## src/rtl/clkdiv_prog.sv

```systemverilog
// clkdiv_prog: runtime-programmable integer clock divider.
//
// Divides clk_in by N = active_div (2..2^WIDTH-1). Divisor updates and
// enable changes are applied only at period boundaries (cnt == N-1), so
// clk_out never produces a truncated phase. A one-cycle tick accompanies
// every rising edge of clk_out for logic remaining in the clk_in domain.
//
// Optional build macro: CLKDIV_DUTY50_EN
//   defined   - odd N gives exactly 50% duty using a falling-edge retimed
//               copy of the phase register OR'd onto clk_out.
//   undefined - odd N is high ceil(N/2), low floor(N/2); no negedge logic.
//
// Ports:
//   clk_in      source clock, all state updates on rising edge
//   reset       asynchronous active-high reset
//   en          run request, sampled only at period boundaries
//   div_load    strobe capturing div_value as the next divisor
//   div_value   requested divisor (0 and 1 are clamped to 2)
//   div_pending a loaded divisor awaits the next boundary
//   active_div  divisor currently in use
//   clk_out     divided clock
//   tick        one-cycle pulse at each clk_out rising edge
//   running     divider is producing periods
module clkdiv_prog #(
   parameter int unsigned WIDTH     = 8,
   parameter int unsigned RESET_DIV = 4
) (
   input  logic             clk_in,
   input  logic             reset,
   input  logic             en,
   input  logic             div_load,
   input  logic [WIDTH-1:0] div_value,
   output logic             div_pending,
   output logic [WIDTH-1:0] active_div,
   output logic             clk_out,
   output logic             tick,
   output logic             running
);

   localparam logic [WIDTH-1:0] ONE     = WIDTH'(1);
   localparam logic [WIDTH-1:0] TWO     = WIDTH'(2);
   localparam logic [WIDTH-1:0] RST_DIV = WIDTH'(RESET_DIV);
   localparam logic [WIDTH-1:0] RST_CNT = WIDTH'(RESET_DIV - 1);
   localparam logic [WIDTH:0]   ONE_W   = (WIDTH+1)'(1);

   logic [WIDTH-1:0] cnt_q, cnt_d;
   logic [WIDTH-1:0] active_q, active_d;
   logic [WIDTH-1:0] pend_q, pend_d;
   logic             pflag_q, pflag_d;
   logic             clk_q, clk_d;
   logic             tick_q, tick_d;
   logic             run_q, run_d;

   logic [WIDTH-1:0] load_val;
   logic [WIDTH-1:0] cnt_nx;
   logic [WIDTH:0]   half;
   logic             boundary;

   always_comb begin
      load_val = (div_value < TWO) ? TWO : div_value;
      boundary = (cnt_q == active_q - ONE);
      cnt_nx   = cnt_q + ONE;
`ifdef CLKDIV_DUTY50_EN
      // Odd N: phase register is high floor(N/2) cycles; the negedge copy
      // adds the missing half cycle. Even N: N>>1 equals N/2 unchanged.
      half     = {1'b0, active_q} >> 1;
`else
      half     = ({1'b0, active_q} + ONE_W) >> 1;
`endif

      cnt_d    = cnt_q;
      active_d = active_q;
      pend_d   = pend_q;
      pflag_d  = pflag_q;
      clk_d    = clk_q;
      tick_d   = 1'b0;
      run_d    = run_q;

      if (boundary) begin
         // A load on the boundary itself bypasses the pending register.
         if (div_load) begin
            active_d = load_val;
            pflag_d  = 1'b0;
         end else if (pflag_q) begin
            active_d = pend_q;
            pflag_d  = 1'b0;
         end
         if (en) begin
            cnt_d  = '0;
            clk_d  = 1'b1;
            tick_d = 1'b1;
            run_d  = 1'b1;
         end else begin
            // Park on the (possibly new) N-1 so the stopped state is
            // itself a boundary and the next en=1 edge starts a period.
            cnt_d = active_d - ONE;
            clk_d = 1'b0;
            run_d = 1'b0;
         end
      end else begin
         cnt_d = cnt_nx;
         clk_d = ({1'b0, cnt_nx} < half);
         if (div_load) begin
            pend_d  = load_val;
            pflag_d = 1'b1;
         end
      end
   end

   always_ff @(posedge clk_in or posedge reset) begin
      if (reset) begin
         cnt_q    <= RST_CNT;
         active_q <= RST_DIV;
         pend_q   <= '0;
         pflag_q  <= 1'b0;
         clk_q    <= 1'b0;
         tick_q   <= 1'b0;
         run_q    <= 1'b0;
      end else begin
         cnt_q    <= cnt_d;
         active_q <= active_d;
         pend_q   <= pend_d;
         pflag_q  <= pflag_d;
         clk_q    <= clk_d;
         tick_q   <= tick_d;
         run_q    <= run_d;
      end
   end

`ifdef CLKDIV_DUTY50_EN
   logic neg_q;

   // Retimed half a cycle late; only extends the high phase for odd N.
   always_ff @(negedge clk_in or posedge reset) begin
      if (reset) neg_q <= 1'b0;
      else       neg_q <= clk_q & active_q[0];
   end

   assign clk_out = clk_q | neg_q;
`else
   assign clk_out = clk_q;
`endif

   assign div_pending = pflag_q;
   assign active_div  = active_q;
   assign tick        = tick_q;
   assign running     = run_q;

endmodule

```

## config.mk

```make
export PLATFORM = sky130hd
export DESIGN_NAME = clkdiv_prog
export DESIGN_NICKNAME = d
export VERILOG_FILES = /design/src/rtl/clkdiv_prog.sv
export SDC_FILE = /design/constraint.sdc
export NUM_CORES = 1
export LEC_CHECK = 0
export BUFFER_PORTS_ARGS = -buffer_cell sky130_fd_sc_hd__buf_2
export CORE_MARGIN = 1
export CORE_UTILIZATION = 44
export CTS_BUF_LIST = sky130_fd_sc_hd__clkbuf_4
export DETAILED_ROUTE_END_ITERATION = 8
export PLACE_DENSITY = 0.75
export RECOVER_POWER = 100
export SLEW_MARGIN = 10
export SYNTH_ARGS = -nofsm -noshare
export SYNTH_HDL_FRONTEND = slang
export SYNTH_SLANG_ARGS = --single-unit
export TNS_END_PERCENT = 5
```

## constraint.sdc

```tcl
create_clock -name clk_in -period 5.1 [get_ports clk_in]
set_input_delay 0.51 -clock clk_in [delete_from_list [all_inputs] [get_ports clk_in]]
set_output_delay 0.51 -clock clk_in [all_outputs]
set_load 0.05 [all_outputs]
```

# Yosys cells after proc, flatten, opt, wreduce, memory -nomap -nowiden

Cells that the tools add are included.
W data, S select, Z words.

Register bits: 28
Logic and storage cells: 28

Add/subtract/negate cells: 4
Magnitude comparators: 2
Eq/ne operators: 1
Multiplexer cells: 11
Bitwise logic cells: 1
Reduce and logical (&&, ||, !) cells: 2

Operator list:

| cell                  | count |
|---|---|
| $mux W8               | 6 |
| $sub A8 B1 Y8 const B | 2 |
| $add A8 B1 Y9 const B | 1 |
| $add A8 B1 Y8 const B | 1 |
| $eq A8 B8 Y1          | 1 |
| $lt A8 B2 Y1 const B  | 1 |
| $lt A8 B8 Y1          | 1 |
| $mux W1               | 5 |
| $reduce_and A2 Y1     | 1 |
| $reduce_bool A2 Y1    | 1 |
| $not A1 Y1            | 1 |

# Longest topological paths before layout

Word-level depth: 7
Depth in mapped cells: 11
Mapped depth without buffers: 10

# Least setup slack after synthesis

No wires, ideal clock.

Path type: reg2reg
Start: register active_q[0] (netlist: active_div[0])
End: register cnt_q[4]
Arrival time: 2.663 ns
Path slack: 2.312 ns
Cell stages (with the launch flop): 11
Path buffers: 3
Period minus slack after synthesis: 2.788 ns
Cell sequence: dfrtp_1 -> buf_2 -> inv_1 -> ha_1 -> clkbuf_2 -> nand3_1 -> o211ai_1 -> a2111oi_4 -> nand2_4 -> buf_6 -> mux2_4

Longest elaborated chain between the ends: 6

Ends and longest elaborated chain:

| element                | line | RTL |
|---|---|---|
| from (decl)            | 47   | `logic [WIDTH-1:0] active_q, active_d;` |
| from (signal assigned) | 121  | `active_q <= active_d;` |
| $mux W8                | 84   | `end else if (pflag_q) begin` |
| $mux W8                | 81   | `if (div_load) begin` |
| $mux W8                | 79   | `if (boundary) begin` |
| $sub A8 B1 Y8          | 96   | `cnt_d = active_d - ONE;` |
| $mux W8                | 88   | `if (en) begin` |
| $mux W8 (*)            | 79   |  |
| via cnt_d[4]           | 46   | `logic [WIDTH-1:0] cnt_q, cnt_d;` |
| to (signal assigned)   | 120  | `cnt_q <= cnt_d;` |
| to (decl)              | 46   |  |

The timed path passes the listed nets; every way through them passes the cells marked *. The select of a mux whose other input is x is not followed.
A chain may end at the register's enable or synchronous reset.

# Final worst setup path

Start: register active_q[0] (netlist: active_div[0])
End: register cnt_q[5]

The elaborated chain is that of the path after synthesis.

==> qor.yml <==
finish:
  final_core_util: 0.491
  fin_cells: 285
  drive_above_1_share: 0.167
  nets: 257
  synthToLayoutAreaGrowth_pct: 4.12
  final_area_um2: 2210
  antenna_cells: 0
setup_path:
  end_kind: "flip-flop"
  cp_top_family: "compound AO/OA/AOI/OAI gates"
  crit_required_ps: 5350
  worst-endpoint-arrival_ps: 3440
  worst-setup-path-type: "reg2reg"
  slowest_delay_ps: 620
  critPathBufInv: 1
  worstSetupStartpointType: "flip-flop"
  crit_chain: "inv_1 > ha_1 > nand2_1 > a21boi_0 > o21ai_0 > a2111oi_4 > nand2_1 > mux2_1"
  slowest_stage: "nand2_1"
  critPathMostFrequentCell: "nand2_1"
  path_max_fanout: 18
global_route:
  track_usage: 0.204
  gr-total-overflow: 0
  grt_max_degree: 29
  grt_pass1_wl_mm: 8.06
  antenna_found_initial: 0
  grt_pass1_vias: 1578
timing:
  period_minus_slack_ps: 3180
  setup_violations: 0
  slew_headroom: 0.289
  finalHoldViolCount: 0
  min_period_over_period: 0.624
  max_freq_mhz: 314
  hold_ws_ps: 393
  maxSlewViolCount: 0
  layout_setup_ws_ps: 1920
  finClkSkew_ps: 14.2
  rsz0062_at_grt: "no"
  tightest_slew_ps: 1070
  fin_tns_setup_ps: 0
placement:
  dp_hpwl_mm: 3.48
  gp_congestion: 0.898
  pre_cts_slack_ps: 2410
  place_area_um2: 2220
  port_buffers: 23
  dp.cells: 281
clocking:
  cts_tree: "done"
  cts.clk_slew.worst_paths_ps: 160
  post-cts-setup-buffers: 0
  cts_buffer_depth: 2
  htreeDepth: 1
  clk_latency_ps: 350
  ctsResizeCount: 0
  root_buffer: "clkbuf_4"
  clock-sinks: 28
  cts_made_buffers: 3
  cts_hold_buffers: 0
yosys:
  synth_top_area_cell: "dfrtp_1"
  syn_nets: 243
  yosys-top-cells-area: "dfrtp_1, mux2_2, ha_1"
  synth-adder-area-share: 0.0648
  synthMuxAreaShare: 0.150
  synth-main-ff-cell: "dfrtp_1"
  synth_cells: 220
  ys_seq_elements: 28
  syn_avg_cell_area_um2: 9.65
  synth_compound_area_frac: 0.154
  synth_common_cells: "dfrtp_1, nand2_1, mux2_2, xnor2_1"
  yosysWarnings: 0
  netlist.area_leader.share: 0.295
  ys_seq_area_frac: 0.332
  ys_types: 50
  synth_enable_flop_cells: 0
  synth_xor_area_frac: 0.0949
  synth-simple-area-share: 0.146
  ys_async_sr_fraction: 1.00
  post-synth-top-count-cell: "dfrtp_1"
  syn_area_um2: 2120
  synth_top_family_by_area: "compound AO/OA/AOI/OAI gates"
drt:
  wl_met3_um: 167
  vias: 1626
  dr_wl_met2_mm: 2.19
  drt_iter0_drc: 79
  routed.top_layer: "met4"
  drc_errors: 0
  ant_nets: 0
  vias_per_cell: 5.71
  wl_per_cell_um: 16.5
  wl_met1_mm: 2.32
  wirelength_mm: 4.71
  drt_pass1_iterations: 4
power:
  vdd_drop_max_uv: 343
  leakage_nw: 1.02
  p_per_area_nw_per_um2: 618
  power_mw: 1.37
job:
  cap_violations: 0
floorplanning:
  fp.dieW_um: 71.5
  core_um2: 4500
  io_pins: 24
  die_area_um2: 5110
  fp.dieH_um: 71.5
  start_util: 0.471
  rows: 24
hold_path:
  hp-class: "in2async"
run_status:
  status: "finished clean"
where the power goes:
part	internal, mW	total (mW)	switching, mW
combinational	0.329	0.797	0.468
sequential	0.308	0.471	0.163
clock	0.0289	0.0990	0.0701
worst paths after layout:
kind                       cells after the start  slack [ps]          start             to
min in group clk_in                            2         420   div_value[3]      pend_q[3]
hold / removal                                 2         390          reset  active_div[7]
setup / recovery                               8        1920  active_div[0]       cnt_q[5]
max in group asynchronous                      2        4060          reset  active_div[1]
hold reg to reg                                1         500        running        running
setup reg to reg                               8        1920  active_div[0]       cnt_q[5]
kinds of logic (layout without fill, tap and decap cells):
group,Yosys count,in the layout
mux,29,29
fa+ha+maj,11,11
flops,28,28
xor+xnor,23,23
buf+inv,24,37
compound gates,46,46
simple gates,59,59
flip-flops by register name, summed over array words and instances (netlist names):
register and count:
div_pending 1, tick 1, active_div 8, clk_out 1
running 1, pend_q 8, cnt_q 8
routing by layer:
layer	track usage	vias to the layer above
li1	-	807
met1	0.292	781
met2	0.334	34
met3	0.0295	4
met4	0.0327	0
met5	0	-
final cells by class:
type | instances | area [µm²]
clock inverter | 1 | 3.75
sequential | 28 | 704
tap | 52 | 65.1
inverter | 10 | 37.5
multi-input combinational | 168 | 1280
timing repair buffer | 23 | 101
fill | 434 | 2290
clock buffer | 3 | 22.5
worst reg2reg max path: cells and delay by family (launching register included):
family / cells / cell delay [ps]
buffers and inverters: 1 / 190
muxes: 1 / 530
AOI/OAI and AO/OA: 3 / 790
DFF: 1 / 510
adders and majority gates: 1 / 360
and+or+nand+nor: 2 / 710
cells in the final DEF, fill, tap and decap left out, types with 2 or more instances in the layout:
cell      count
nand3_1       8
nor2_1       13
dfstp_2       2
nor4_1        2
o21ai_0       9
a21oi_1      14
a31o_2        2
nand2b_1      3
buf_2        12
dfrtp_1      25
nand2_1      17
o211ai_1      3
inv_1        10
o21a_1        3
a21boi_0      2
clkbuf_1     11
mux2_1        2
and3_1        5
xor2_1        9
clkbuf_4      3
ha_1         11
mux2i_1      12
xnor2_1      14
mux2_2       15
nor3_1        4
Power figures use the tool's default switching activity.
